<file path="src/rtl/uart_tx.sv">
`default_nettype none
// ============================================================================
// Module      : uart_tx
// Description : UART transmitter with a small transmit FIFO. Bytes enter
//               over a valid/ready handshake. Each byte is sent as one start
//               bit, 8 data bits LSB first, an optional even-parity bit and
//               NSTOP stop bits. Frames go out back to back while the FIFO
//               holds data.
//
// Ports       : clk        - transmit clock (21.477 MHz)
//               rst        - asynchronous, active-high reset
//               tx_DI      - byte to transmit
//               tx_valid   - tx_DI is valid this cycle
//               tx_ready   - FIFO can accept a byte this cycle (combinational)
//               uart_DO    - serial line to the FTDI RX pin (registered)
//               tx_busy    - frame on the line or FIFO non-empty (registered)
//               fifo_count - bytes currently held in the FIFO
//
// Option      : define UART_TX_PARITY_EN to insert an even-parity bit
//               between the data bits and the stop bits.
//
// Revision    : 1.0 - initial release
// ============================================================================
module uart_tx #(
    parameter int NCLKS_PER_BIT = 186,  // clock cycles per serial bit, >= 2
    parameter int NSTOP         = 2,    // stop bits, 1 or 2
    parameter int FIFO_DEPTH    = 16,   // power of two, >= 2
    parameter int SPACE         = 1     // idle / stop / logic-1 line level
) (
    input  logic                          clk,
    input  logic                          rst,
    input  logic [7:0]                    tx_DI,
    input  logic                          tx_valid,
    output logic                          tx_ready,
    output logic                          uart_DO,
    output logic                          tx_busy,
    output logic [$clog2(FIFO_DEPTH):0]   fifo_count
);

    localparam int c_AW = $clog2(FIFO_DEPTH);
    localparam int c_CW = c_AW + 1;
    // The bit counter must reach the end of the whole stop period.
    localparam int c_TW = $clog2(NSTOP * NCLKS_PER_BIT);

    localparam logic [c_TW-1:0] c_BIT_LAST  = c_TW'(NCLKS_PER_BIT - 1);
    localparam logic [c_TW-1:0] c_STOP_LAST = c_TW'(NSTOP * NCLKS_PER_BIT - 1);
    localparam logic [c_CW-1:0] c_DEPTH     = c_CW'(FIFO_DEPTH);
    localparam logic            c_MARK      = (SPACE != 0);

    typedef enum logic [2:0] {
        S_IDLE   = 3'd0,
        S_START  = 3'd1,
        S_DATA   = 3'd2,
        S_PARITY = 3'd3,
        S_STOP   = 3'd4
    } state_t;

    // FIFO storage and pointers
    logic [7:0]      r_mem [FIFO_DEPTH];
    logic [c_AW-1:0] r_wr_ptr;
    logic [c_AW-1:0] r_rd_ptr;
    logic [c_CW-1:0] r_count;

    // Serialiser
    state_t          r_state;
    logic [c_TW-1:0] r_cnt;
    logic [2:0]      r_bit_idx;
    logic [7:0]      r_shift;
    logic            r_uart;
    logic            r_busy;
`ifdef UART_TX_PARITY_EN
    logic            r_parity;
`endif

    logic            w_push;
    logic            w_pop;
    logic            w_nempty;
    logic            w_bit_end;
    logic            w_stop_end;
    logic [7:0]      w_head;

    // Line level for a data value: logic 1 is sent as SPACE.
    function automatic logic f_level(input logic b);
        return b ? c_MARK : ~c_MARK;
    endfunction

    assign tx_ready   = (r_count < c_DEPTH) && !rst;
    assign w_push     = tx_valid && tx_ready;
    assign w_nempty   = (r_count != '0);
    assign w_bit_end  = (r_cnt == c_BIT_LAST);
    assign w_stop_end = (r_cnt == c_STOP_LAST);
    assign w_head     = r_mem[r_rd_ptr];

    // A byte leaves the FIFO only when the serialiser loads it. The decision
    // uses the registered count, so a byte written this edge waits one edge.
    assign w_pop = w_nempty &&
                   ((r_state == S_IDLE) || ((r_state == S_STOP) && w_stop_end));

    assign uart_DO    = r_uart;
    assign tx_busy    = r_busy;
    assign fifo_count = r_count;

    // ------------------------------------------------------------------
    // Transmit FIFO
    // ------------------------------------------------------------------
    always_ff @(posedge clk) begin
        if (w_push) begin
            r_mem[r_wr_ptr] <= tx_DI;
        end
    end

    always_ff @(posedge clk or posedge rst) begin
        if (rst) begin
            r_wr_ptr <= '0;
            r_rd_ptr <= '0;
            r_count  <= '0;
        end else begin
            // Power-of-two depth: pointers wrap by natural overflow.
            if (w_push) begin
                r_wr_ptr <= r_wr_ptr + c_AW'(1);
            end
            if (w_pop) begin
                r_rd_ptr <= r_rd_ptr + c_AW'(1);
            end
            case ({w_push, w_pop})
                2'b10:   r_count <= r_count + c_CW'(1);
                2'b01:   r_count <= r_count - c_CW'(1);
                default: r_count <= r_count;
            endcase
        end
    end

    // ------------------------------------------------------------------
    // Serialiser FSM with registered line and busy outputs
    // ------------------------------------------------------------------
    always_ff @(posedge clk or posedge rst) begin
        if (rst) begin
            r_state   <= S_IDLE;
            r_cnt     <= '0;
            r_bit_idx <= '0;
            r_shift   <= '0;
            r_uart    <= c_MARK;
            r_busy    <= 1'b0;
`ifdef UART_TX_PARITY_EN
            r_parity  <= 1'b0;
`endif
        end else begin
            case (r_state)
                S_IDLE: begin
                    r_uart <= c_MARK;
                    r_busy <= 1'b0;
                    if (w_nempty) begin
                        r_shift  <= w_head;
`ifdef UART_TX_PARITY_EN
                        r_parity <= ^w_head;
`endif
                        r_uart   <= ~c_MARK;
                        r_cnt    <= '0;
                        r_busy   <= 1'b1;
                        r_state  <= S_START;
                    end
                end

                S_START: begin
                    if (w_bit_end) begin
                        r_cnt     <= '0;
                        r_uart    <= f_level(r_shift[0]);
                        r_bit_idx <= '0;
                        r_state   <= S_DATA;
                    end else begin
                        r_cnt <= r_cnt + c_TW'(1);
                    end
                end

                S_DATA: begin
                    if (w_bit_end) begin
                        r_cnt <= '0;
                        if (r_bit_idx == 3'd7) begin
`ifdef UART_TX_PARITY_EN
                            r_uart  <= f_level(r_parity);
                            r_state <= S_PARITY;
`else
                            r_uart  <= c_MARK;
                            r_state <= S_STOP;
`endif
                        end else begin
                            r_shift   <= {1'b0, r_shift[7:1]};
                            r_uart    <= f_level(r_shift[1]);
                            r_bit_idx <= r_bit_idx + 3'd1;
                        end
                    end else begin
                        r_cnt <= r_cnt + c_TW'(1);
                    end
                end

`ifdef UART_TX_PARITY_EN
                S_PARITY: begin
                    if (w_bit_end) begin
                        r_cnt   <= '0;
                        r_uart  <= c_MARK;
                        r_state <= S_STOP;
                    end else begin
                        r_cnt <= r_cnt + c_TW'(1);
                    end
                end
`endif

                S_STOP: begin
                    if (w_stop_end) begin
                        r_cnt <= '0;
                        if (w_nempty) begin
                            // Next byte waiting: start bit follows the last
                            // stop bit directly, with no idle gap.
                            r_shift  <= w_head;
`ifdef UART_TX_PARITY_EN
                            r_parity <= ^w_head;
`endif
                            r_uart   <= ~c_MARK;
                            r_state  <= S_START;
                        end else begin
                            r_uart  <= c_MARK;
                            r_busy  <= 1'b0;
                            r_state <= S_IDLE;
                        end
                    end else begin
                        r_cnt <= r_cnt + c_TW'(1);
                    end
                end

                default: begin
                    r_state <= S_IDLE;
                    r_cnt   <= '0;
                    r_uart  <= c_MARK;
                    r_busy  <= 1'b0;
                end
            endcase
        end
    end

endmodule
`default_nettype wire

</file>
<file path="config.mk">
export PLATFORM = sky130hd
export DESIGN_NAME = uart_tx
export DESIGN_NICKNAME = d
export VERILOG_FILES = /design/src/rtl/uart_tx.sv
export SDC_FILE = /design/constraint.sdc
export NUM_CORES = 1
export LEC_CHECK = 0
export ABC_AREA = 1
export BUFFER_PORTS_ARGS = -buffer_cell sky130_fd_sc_hd__buf_2
export CORE_MARGIN = 2
export CORE_UTILIZATION = 62
export DETAILED_ROUTE_END_ITERATION = 7
export PLACE_DENSITY = 0.79
export SYNTH_ARGS = -nofsm -noshare
export SYNTH_HDL_FRONTEND = slang
export SYNTH_SLANG_ARGS = --single-unit
</file>
<file path="constraint.sdc">
create_clock -name clk -period 3 [get_ports clk]
set_input_delay 0.45 -clock clk [delete_from_list [all_inputs] [get_ports clk]]
set_output_delay 0.45 -clock clk [all_outputs]
set_load 0.01 [all_outputs]
</file>
# Yosys cells after proc, flatten, opt, wreduce, memory -nomap -nowiden
# Memory sizes are Yosys's and may differ from the RTL's.
# Index checks and enable logic that the tools add are counted.
dict set report classes {
  addsub 6
  multipliers 0
  n_div 0
  order_cmp 1
  eq_ne 15
  shift 0
  muxes 35
  bitwise_logic 1
  n_reduce_logical 17
}
# cell n
set op_table {}
lappend op_table {{two-way mux 8 bit} 4}
lappend op_table {{two-way mux 9 bit} 3}
lappend op_table {{one-hot mux 9 bit (3 select lines)} 1}
lappend op_table {{two-way mux 3 bit} 8}
lappend op_table {{one-hot mux 8 bit (3 select lines)} 1}
lappend op_table {{inequality test 2 bit (second input constant)} 7}
lappend op_table {{two-way mux 1 bit} 13}
lappend op_table {{one-hot mux 3 bit (4 select lines)} 1}
lappend op_table {{one-hot mux 5 bit (2 select lines)} 1}
lappend op_table {{adder 9 x 1 -> 9 bit (second input constant)} 1}
lappend op_table {{== test 9 x 8 -> 1 bit (second input constant)} 1}
lappend op_table {{== test 9 bit (second input constant)} 1}
lappend op_table {{adder 4 x 1 -> 4 bit (second input constant)} 2}
lappend op_table {{AND reduction 4 bit} 2}
lappend op_table {{== test 3 bit (second input constant)} 2}
lappend op_table {{one-hot mux 3 bit (2 select lines)} 1}
lappend op_table {{AND reduction 3 bit} 2}
lappend op_table {{adder 5 x 1 -> 5 bit (second input constant)} 1}
lappend op_table {{less-than comparator 5 bit (second input constant)} 1}
lappend op_table {{AND reduction 5 bit} 1}
lappend op_table {{nonzero test 5 bit} 1}
lappend op_table {{subtractor 5 x 1 -> 5 bit (second input constant)} 1}
lappend op_table {{logical AND 1 bit} 4}
lappend op_table {{one-hot mux 1 bit (4 select lines)} 1}
lappend op_table {{other kinds (13)} 14}
dict set report totals {
  register_bits 38
  latch_bits 0
  mem_bits_rw 128
  mem_bits_ro 0
  in_bits 11
  out_inout_bits 8
  wordCells 85
  mem_count 1
}
# name words width rd rd_ports_with_merged_regs wr line_no
set mem_list {}
lappend mem_list {r_mem 16 8 1 0 1 59} ;# logic [7:0] r_mem [FIFO_DEPTH];

# Logic depth before layout (Yosys ltp)
# Gate-level depths: netlist (run 1).
dict set report logic_depth {
  ltp_word 6
  depth_mapped 15
  depth_no_buf 15
}

# Least setup slack after synthesis (run 1)
# OpenSTA, ideal clock, no wires.
dict set report synth_timing {
  kind {flip-flop to flip-flop}
  startpoint {register r_cnt[0]}
  endpoint {register r_count[4], in the netlist fifo_count[4]}
  setup_time_ps 127
  arrival_ps 2283
  required_time_ps 2873
  slack_ps 590
  path_stages_with_launch 16
  n_path_buf 0
  period_less_slack_ps 2410
  cell_sequence {dfrtp_1 -> ha_1 -> nand2_1 -> nor2_1 -> nand2_1 -> o21ai_4 -> ha_1 -> inv_1 -> fa_1 -> inv_1 -> a21oi_1 -> nor2_1 -> nor2_1 -> xor2_1 -> nand2_1 -> o21ai_0}
}
dict set report synth_between {
  elab_chain_cells 6
  word_cells_on_any_way 8
  cone_classes {eq/ne: 3; mux: 1; reduce/logical: 4}
}
# element line_no
set synth_lines {}
lappend synth_lines {{from (decl)} 66} ;# logic [c_TW-1:0] r_cnt;
lappend synth_lines {{from (signal assigned)} 171} ;# r_cnt <= r_cnt + c_TW'(1);
lappend synth_lines {{from (signal assigned)} 192} ;# r_cnt <= r_cnt + c_TW'(1);
lappend synth_lines {{from (signal assigned)} 226} ;# r_cnt <= r_cnt + c_TW'(1);
lappend synth_lines {{== test 9 bit (*)} 91} ;# assign w_stop_end = (r_cnt == c_STOP_LAST);
lappend synth_lines {{logical AND 1 bit (*)} 97} ;# ((r_state == S_IDLE) || ((r_state == S_STOP) && w_stop_end));
lappend synth_lines {{logical OR 1 bit (*)} 97}
lappend synth_lines {{logical AND 1 bit (*)} 96} ;# assign w_pop = w_nempty &&
lappend synth_lines {{net w_pop} 76} ;# logic w_pop;
lappend synth_lines {{== test 2 x 1 -> 1 bit / == test 2 bit (equally long branches)} 125} ;# case ({w_push, w_pop})
lappend synth_lines {{one-hot mux 5 bit (2 select lines) / nonzero test 2 bit (equally long branches)} --}
lappend synth_lines {{to (signal assigned)} 126} ;# 2'b10: r_count <= r_count + c_CW'(1);
lappend synth_lines {{to (signal assigned)} 127} ;# 2'b01: r_count <= r_count - c_CW'(1);
lappend synth_lines {{to (signal assigned)} 128} ;# default: r_count <= r_count;
lappend synth_lines {{to (decl)} 62} ;# logic [c_CW-1:0] r_count;
# The timed path passes the listed nets; every way through them passes the cells marked *.
# A chain may end at the register's enable or synchronous reset.

# Worst setup path after layout (run 1)
# Ends and elaborated chain as after synthesis.

==> results of run 1 <==
-- metal layers --
layer / wire (um) / global-route usage / up-vias
met5: 0 / 0 / -
met4: 432 / 0.125 / 0
met3: 1210 / 0.0632 / 38
met2: 7650 / 0.418 / 247
met1: 6580 / 0.364 / 2493
li1: - / - / 2475
-- critical path, cell delays in order (launching register included) --
cell and delay [ns]:
dfrtp_1 0.42, ha_1 0.25, nand2_1 0.07, nor2_1 0.10
nand2_1 0.12, o21ai_4 0.20, ha_1 0.29, inv_1 0.09
fa_1 0.37, inv_1 0.10, a21oi_1 0.07, nor2_1 0.11
nor2_1 0.06, xor2_1 0.14, nand2_1 0.06, o21ai_0 0.07
-- placed cells by master (no fill, tap or decap), types with 6 or more instances in the layout --
cell type and instances:
nand2_1 194, edfxtp_1 128, nor2_1 94, nand3_1 69
inv_1 51, dfrtp_1 36, o21ai_0 30, a21oi_1 23
buf_2 18, clkbuf_16 17, buf_4 14, ha_1 13
o211ai_1 10, xor2_1 9, nand4_1 6
-- final cells by class --
cell class / count / area (sq um) / area share
multi-input combinational: 475 / 2290 / 0.277
timing repair buffer: 32 / 195 / 0.0236
clock inverter: 11 / 156 / 0.0189
clock buffer: 21 / 440 / 0.0533
tap: 143 / 179 / 0.0216
sequential: 166 / 4800 / 0.580
inverter: 56 / 210 / 0.0254
-- power groups by stage --
| stage | Sequential [mW] | Clock (mW) | Combinational [mW] |
|---|---|---|---|
| 2_1_floorplan | 2.95 | 0 | 2.05 |
| 3_3_place_gp | 2.95 | 0 | 2.72 |
| 3_5_place_dp | 2.97 | 0 | 2.83 |
| 4_1_cts | 2.93 | 2.24 | 2.85 |
| 5_1_grt | 2.96 | 2.34 | 3.22 |
| 6_report | 2.93 | 2.22 | 2.87 |
-- how the worst min path moves through the flow --
stage,from,to,slack (ns),depth (start not counted)
after CTS,rst,r_bit_idx[2],0.15,3
after global placement,uart_DO,uart_DO,0.46,2
after floorplan,r_shift[2],r_shift[2],0.45,2
after detailed placement,tx_busy,tx_busy,0.46,2
after global routing,rst,r_bit_idx[1],0.18,3
final,rst,r_bit_idx[2],0.14,3
-- cell families after synthesis --
| family | count (synthesis) |
|---|---|
| XOR/XNOR | 11 |
| AND/OR/NAND/NOR | 381 |
| flip-flops | 166 |
| adder cells (fa/ha/maj) | 14 |
| buffers and inverters | 83 |
| AO/OA/AOI/OAI | 69 |
-- flip-flops by register name, indices dropped and copies added, names as in the netlist --
name / cells
r_bit_idx: 3
r_shift: 8
uart_DO: 1
r_state: 3
r_rd_ptr: 4
r_wr_ptr: 4
tx_busy: 1
r_cnt: 9
r_mem: 128
fifo_count: 5
==> impl_metrics.json, run 1 <==
{
  "dieArea_sq_mm": 0.0129,
  "cts_buffer_depth": 2,
  "die_w_um": 113,
  "antenna_found_initial": 0,
  "drt_iter0_drc": 687,
  "ctsHoldBuffers": 0,
  "worstSetupStartpointType": "flip-flop",
  "wl_per_cell_um": 17.6,
  "synth_nets": 749,
  "hold_viol_final": 0,
  "drt_pass1_iterations": 7,
  "hpwl_um": 10100,
  "diodes": 0,
  "async_flop_share": 0.229,
  "grt_usage": 0.268,
  "maxSlewViolCount": 0,
  "root_buffer": "clkbuf_16",
  "area_growth_pct": 11.3,
  "comb_power_share": 0.358,
  "timing.rr.end": "fifo_count[4]",
  "synth-simple-area-share": 0.218,
  "ys_ff_latch": 166,
  "post_cts_buffers": 0,
  "holdWs_ns": 0.143,
  "critPathRequiredTime_ns": 3.31,
  "final_cells": 904,
  "rrSetupSlack_ns": 0.35,
  "io_buffer_count": 18,
  "grt_pass1_vias": 5066,
  "netlist_instances": 724,
  "h-tree-depth": 4,
  "synth_edf_count": 128,
  "tightest_slew_ns": 0.765,
  "via_per_inst": 5.81,
  "cp.arrival_ns": 2.95,
  "status": "complete, no violations",
  "post-route-min-period_ns": 2.65,
  "setup.worst_path.end": "fifo_count[4]",
  "fill_cells": 810,
  "place_ws_ns": 0.386,
  "ant_nets": 0,
  "vdd_ir_drop_max_mv": 0.585,
  "clock-sinks": 166,
  "synth_compound_area_frac": 0.0531,
  "cts_inserted_buffers": 17,
  "std_cell_rows": 39,
  "period_share": 0.882,
  "internal-power_mw": 5.04,
  "clk_latency_ns": 0.43,
  "maxCapViolations": 0,
  "synth-seq-area-share": 0.646,
  "cts_tree": "built",
  "syn_avg_cell_area_sq_um": 10.3,
  "tns_ns": 0,
  "relSlewSlack": 0.488,
  "grt-ovfl-total": 0,
  "ys.flop_type": "edfxtp_1",
  "yosys.area.top_type": "edfxtp_1",
  "dr_total_vias": 5253,
  "grt_max_degree": 76,
  "drive_above_1_share": 0.106,
  "initial_core_util": 0.642,
  "core_area_sq_mm": 0.0116,
  "path_class": "flip-flop to flip-flop",
  "ys_top_cells_by_area": "edfxtp_1 52%, dfrtp_1 12%, nand2_1 9.8%",
  "finish.utilization": 0.715,
  "synth_top_family_by_area": "simple AND/OR/NAND/NOR gates",
  "ys_top_cells_by_count": "194 x nand2_1, 128 x edfxtp_1, 94 x nor2_1, 69 x nand3_1, 51 x inv_1",
  "synthXorXnorAreaFrac": 0.0130,
  "grt_pass1_wl_um": 25800,
  "synth.area.mux_share": 0,
  "drc": 0,
  "reg2reg_depth": 15,
  "power_mw": 8.02,
  "die_y_um": 113,
  "critPathCaptureType": "flip-flop",
  "regToRegStartpoint": "r_cnt[0]",
  "p_sw_mw": 2.98,
  "gp_congestion": 0.923,
  "power.density_mw_per_mm2": 970,
  "p_leak_nw": 3.39,
  "skew_ns": 0.00380,
  "hold_path.class": "input pin to asynchronous set/reset pin",
  "fmax_ghz": 0.378,
  "rsz0062_at_grt": "no",
  "p_sw_frac": 0.372,
  "synthAdderAreaFrac": 0.0246,
  "synth_cell_types": 36,
  "setup_viol_count_final": 0,
  "yosys_warnings": 0,
  "power_frac_seq": 0.365,
  "critPathLaunch": "r_cnt[0]",
  "finalInstanceArea_sq_mm": 0.00827,
  "io-pin-count": 19,
  "nets": 773,
  "synth_top_area_share": 0.518,
  "layout_setup_ws_ns": 0.355,
  "cts_resized": 0,
  "wl_um": 15900,
  "place_area_sq_mm": 0.00767,
  "dp.cells": 872,
  "yosys.cell_count.top_type": "nand2_1",
  "pwr-share-clk": 0.277,
  "critPathMaxFanout": 5,
  "path_clk_slew_ns": 0.06,
  "syn_area_sq_mm": 0.00742
}
No activity file was read; power rests on OpenSTA's default activity.
==> run 2: changes to the inputs <==
--- a/config.mk
+++ b/config.mk
@@ -7,10 +7,12 @@
 export LEC_CHECK = 0
 export ABC_AREA = 1
 export BUFFER_PORTS_ARGS = -buffer_cell sky130_fd_sc_hd__buf_2
+export CAP_MARGIN = 10
 export CORE_MARGIN = 2
 export CORE_UTILIZATION = 62
 export DETAILED_ROUTE_END_ITERATION = 7
 export PLACE_DENSITY = 0.79
+export RECOVER_POWER = 25
 export SYNTH_ARGS = -nofsm -noshare
 export SYNTH_HDL_FRONTEND = slang
 export SYNTH_SLANG_ARGS = --single-unit
==> run 2 against run 1 <==
Net effect: cell area about the same; power about the same; routed wire length increased by 0.33%; first-iteration DRC count unchanged; critical path depth unchanged; combinational power about the same; utilization decreased by 0.065 points; clock skew about the same; final cell count unchanged; worst setup slack improved by 0.0029 ns; critical endpoint unchanged.
==> impl_metrics.json, run 2 (same netlist as run 1, synthesis figures left out) <==
{
  "rsz0062_at_grt": "no",
  "p_leak_nw": 3.37,
  "cts_resized": 0,
  "reg2reg_depth": 15,
  "grt_pass1_vias": 5066,
  "dieArea_sq_mm": 0.0129,
  "diodes": 0,
  "post_cts_buffers": 0,
  "root_buffer": "clkbuf_16",
  "post-route-min-period_ns": 2.64,
  "wl_um": 15900,
  "dr_total_vias": 5253,
  "final_cell_mix": "194 x nand2_1, 128 x edfxtp_1, 94 x nor2_1",
  "cts_tree": "built",
  "grt-ovfl-total": 0,
  "top_register": "r_mem",
  "h-tree-depth": 4,
  "hpwl_um": 10100,
  "clk_latency_ns": 0.43,
  "clock-sinks": 166,
  "die_y_um": 113,
  "cts_inserted_buffers": 17,
  "critPathMaxFanout": 5,
  "grt_pass1_wl_um": 25800,
  "grt_max_degree": 76,
  "ctsHoldBuffers": 0,
  "critPathRequiredTime_ns": 3.31,
  "cts_buffer_depth": 2,
  "std_cell_rows": 39,
  "nets": 773,
  "power.density_mw_per_mm2": 971,
  "hold_path.class": "input pin to asynchronous set/reset pin",
  "wl_per_cell_um": 17.6,
  "reg_top3": "r_mem: 128 flops, r_cnt: 9 flops, r_shift: 8 flops",
  "ant_nets": 0,
  "antenna_found_initial": 0,
  "status": "complete, no violations",
  "path_clk_slew_ns": 0.06,
  "period_share": 0.881,
  "grt_usage": 0.268,
  "worstSetupStartpointType": "flip-flop",
  "vdd_ir_drop_max_mv": 0.585,
  "relSlewSlack": 0.423,
  "drt_iter0_drc": 687,
  "final_common_cell": "nand2_1",
  "critPathCaptureType": "flip-flop",
  "path_class": "flip-flop to flip-flop",
  "area_growth_pct": 11.2,
  "finalInstanceArea_sq_mm": 0.00826,
  "core_area_sq_mm": 0.0116,
  "hold_viol_final": 0,
  "tightest_slew_ns": 0.866,
  "drt_pass1_iterations": 7,
  "cp.arrival_ns": 2.95,
  "die_w_um": 113,
  "via_per_inst": 5.81,
  "io-pin-count": 19,
  "setup_viol_count_final": 0,
  "maxSlewViolCount": 0,
  "drc": 0,
  "largest_register_ffs": 128,
  "skew_ns": 0.00391,
  "maxCapViolations": 0,
  "fmax_ghz": 0.378,
  "drive_above_1_share": 0.0986,
  "place_area_sq_mm": 0.00767,
  "initial_core_util": 0.642,
  "gp_congestion": 0.923,
  "tns_ns": 0,
  "io_buffer_count": 18
}
run 2: report_power, final:
part | leakage (nW) | internal, mW | switching, mW | total, mW
sequential | 1.63 | 2.75 | 0.182 | 2.93
combinational | 1.45 | 0.908 | 1.96 | 2.87
clock | 0.294 | 1.38 | 0.840 | 2.22
total | 3.37 | 5.04 | 2.98 | 8.02
run 2: final timing paths:
| kind | start | end | slack, ns |
|---|---|---|---|
| min in group clk | tx_DI[0] | r_mem[10][0] | 0.46 |
| max in group asynchronous | rst | r_rd_ptr[0] | 2.51 |
| min reg2reg | uart_DO | uart_DO | 0.47 |
| max | r_cnt[0] | fifo_count[4] | 0.36 |
| max reg2reg | r_cnt[0] | fifo_count[4] | 0.36 |
| min | rst | r_bit_idx[2] | 0.14 |
run 2: worst max-delay path: stages (launching register included):
cell	delay [ns]
dfrtp_1	0.42
ha_1	0.25
nand2_1	0.07
nor2_1	0.10
nand2_1	0.12
o21ai_4	0.20
ha_1	0.29
inv_1	0.09
fa_1	0.37
inv_1	0.10
a21oi_1	0.07
nor2_1	0.11
nor2_1	0.06
xor2_1	0.14
nand2_1	0.06
o21ai_0	0.07
run 2: final cells by class:
| type | count | area (sq um) |
|---|---|---|
| clock buffers | 21 | 440 |
| well taps | 143 | 179 |
| inverters | 56 | 210 |
| multi-input cells | 475 | 2290 |
| fillers | 813 | 3310 |
| clock inverters | 11 | 156 |
| flip-flops and latches | 166 | 4800 |
| repair buffers | 32 | 188 |
run 2: metrics by stage:
stage          hold slack [ns]  power [mW]  setup WS (ns)   util  std cells
4_1_cts                  0.154        8.02          0.366  0.715        904
5_1_grt                  0.184        8.52          0.138  0.714        904
3_5_place_dp             0.462        5.79          0.386  0.663        872
6_report                 0.142        8.02          0.358  0.714        904
3_3_place_gp             0.458        5.67          0.550  0.663        872
2_1_floorplan            0.450        5.00          0.590      -        724
run 2: layer usage:
metal / up-vias / track usage / wire [um]
li1: 2473 / - / -
met1: 2484 / 0.364 / 6640
met2: 248 / 0.418 / 7600
met3: 48 / 0.0632 / 1190
met4: 0 / 0.125 / 495
met5: - / 0 / 0
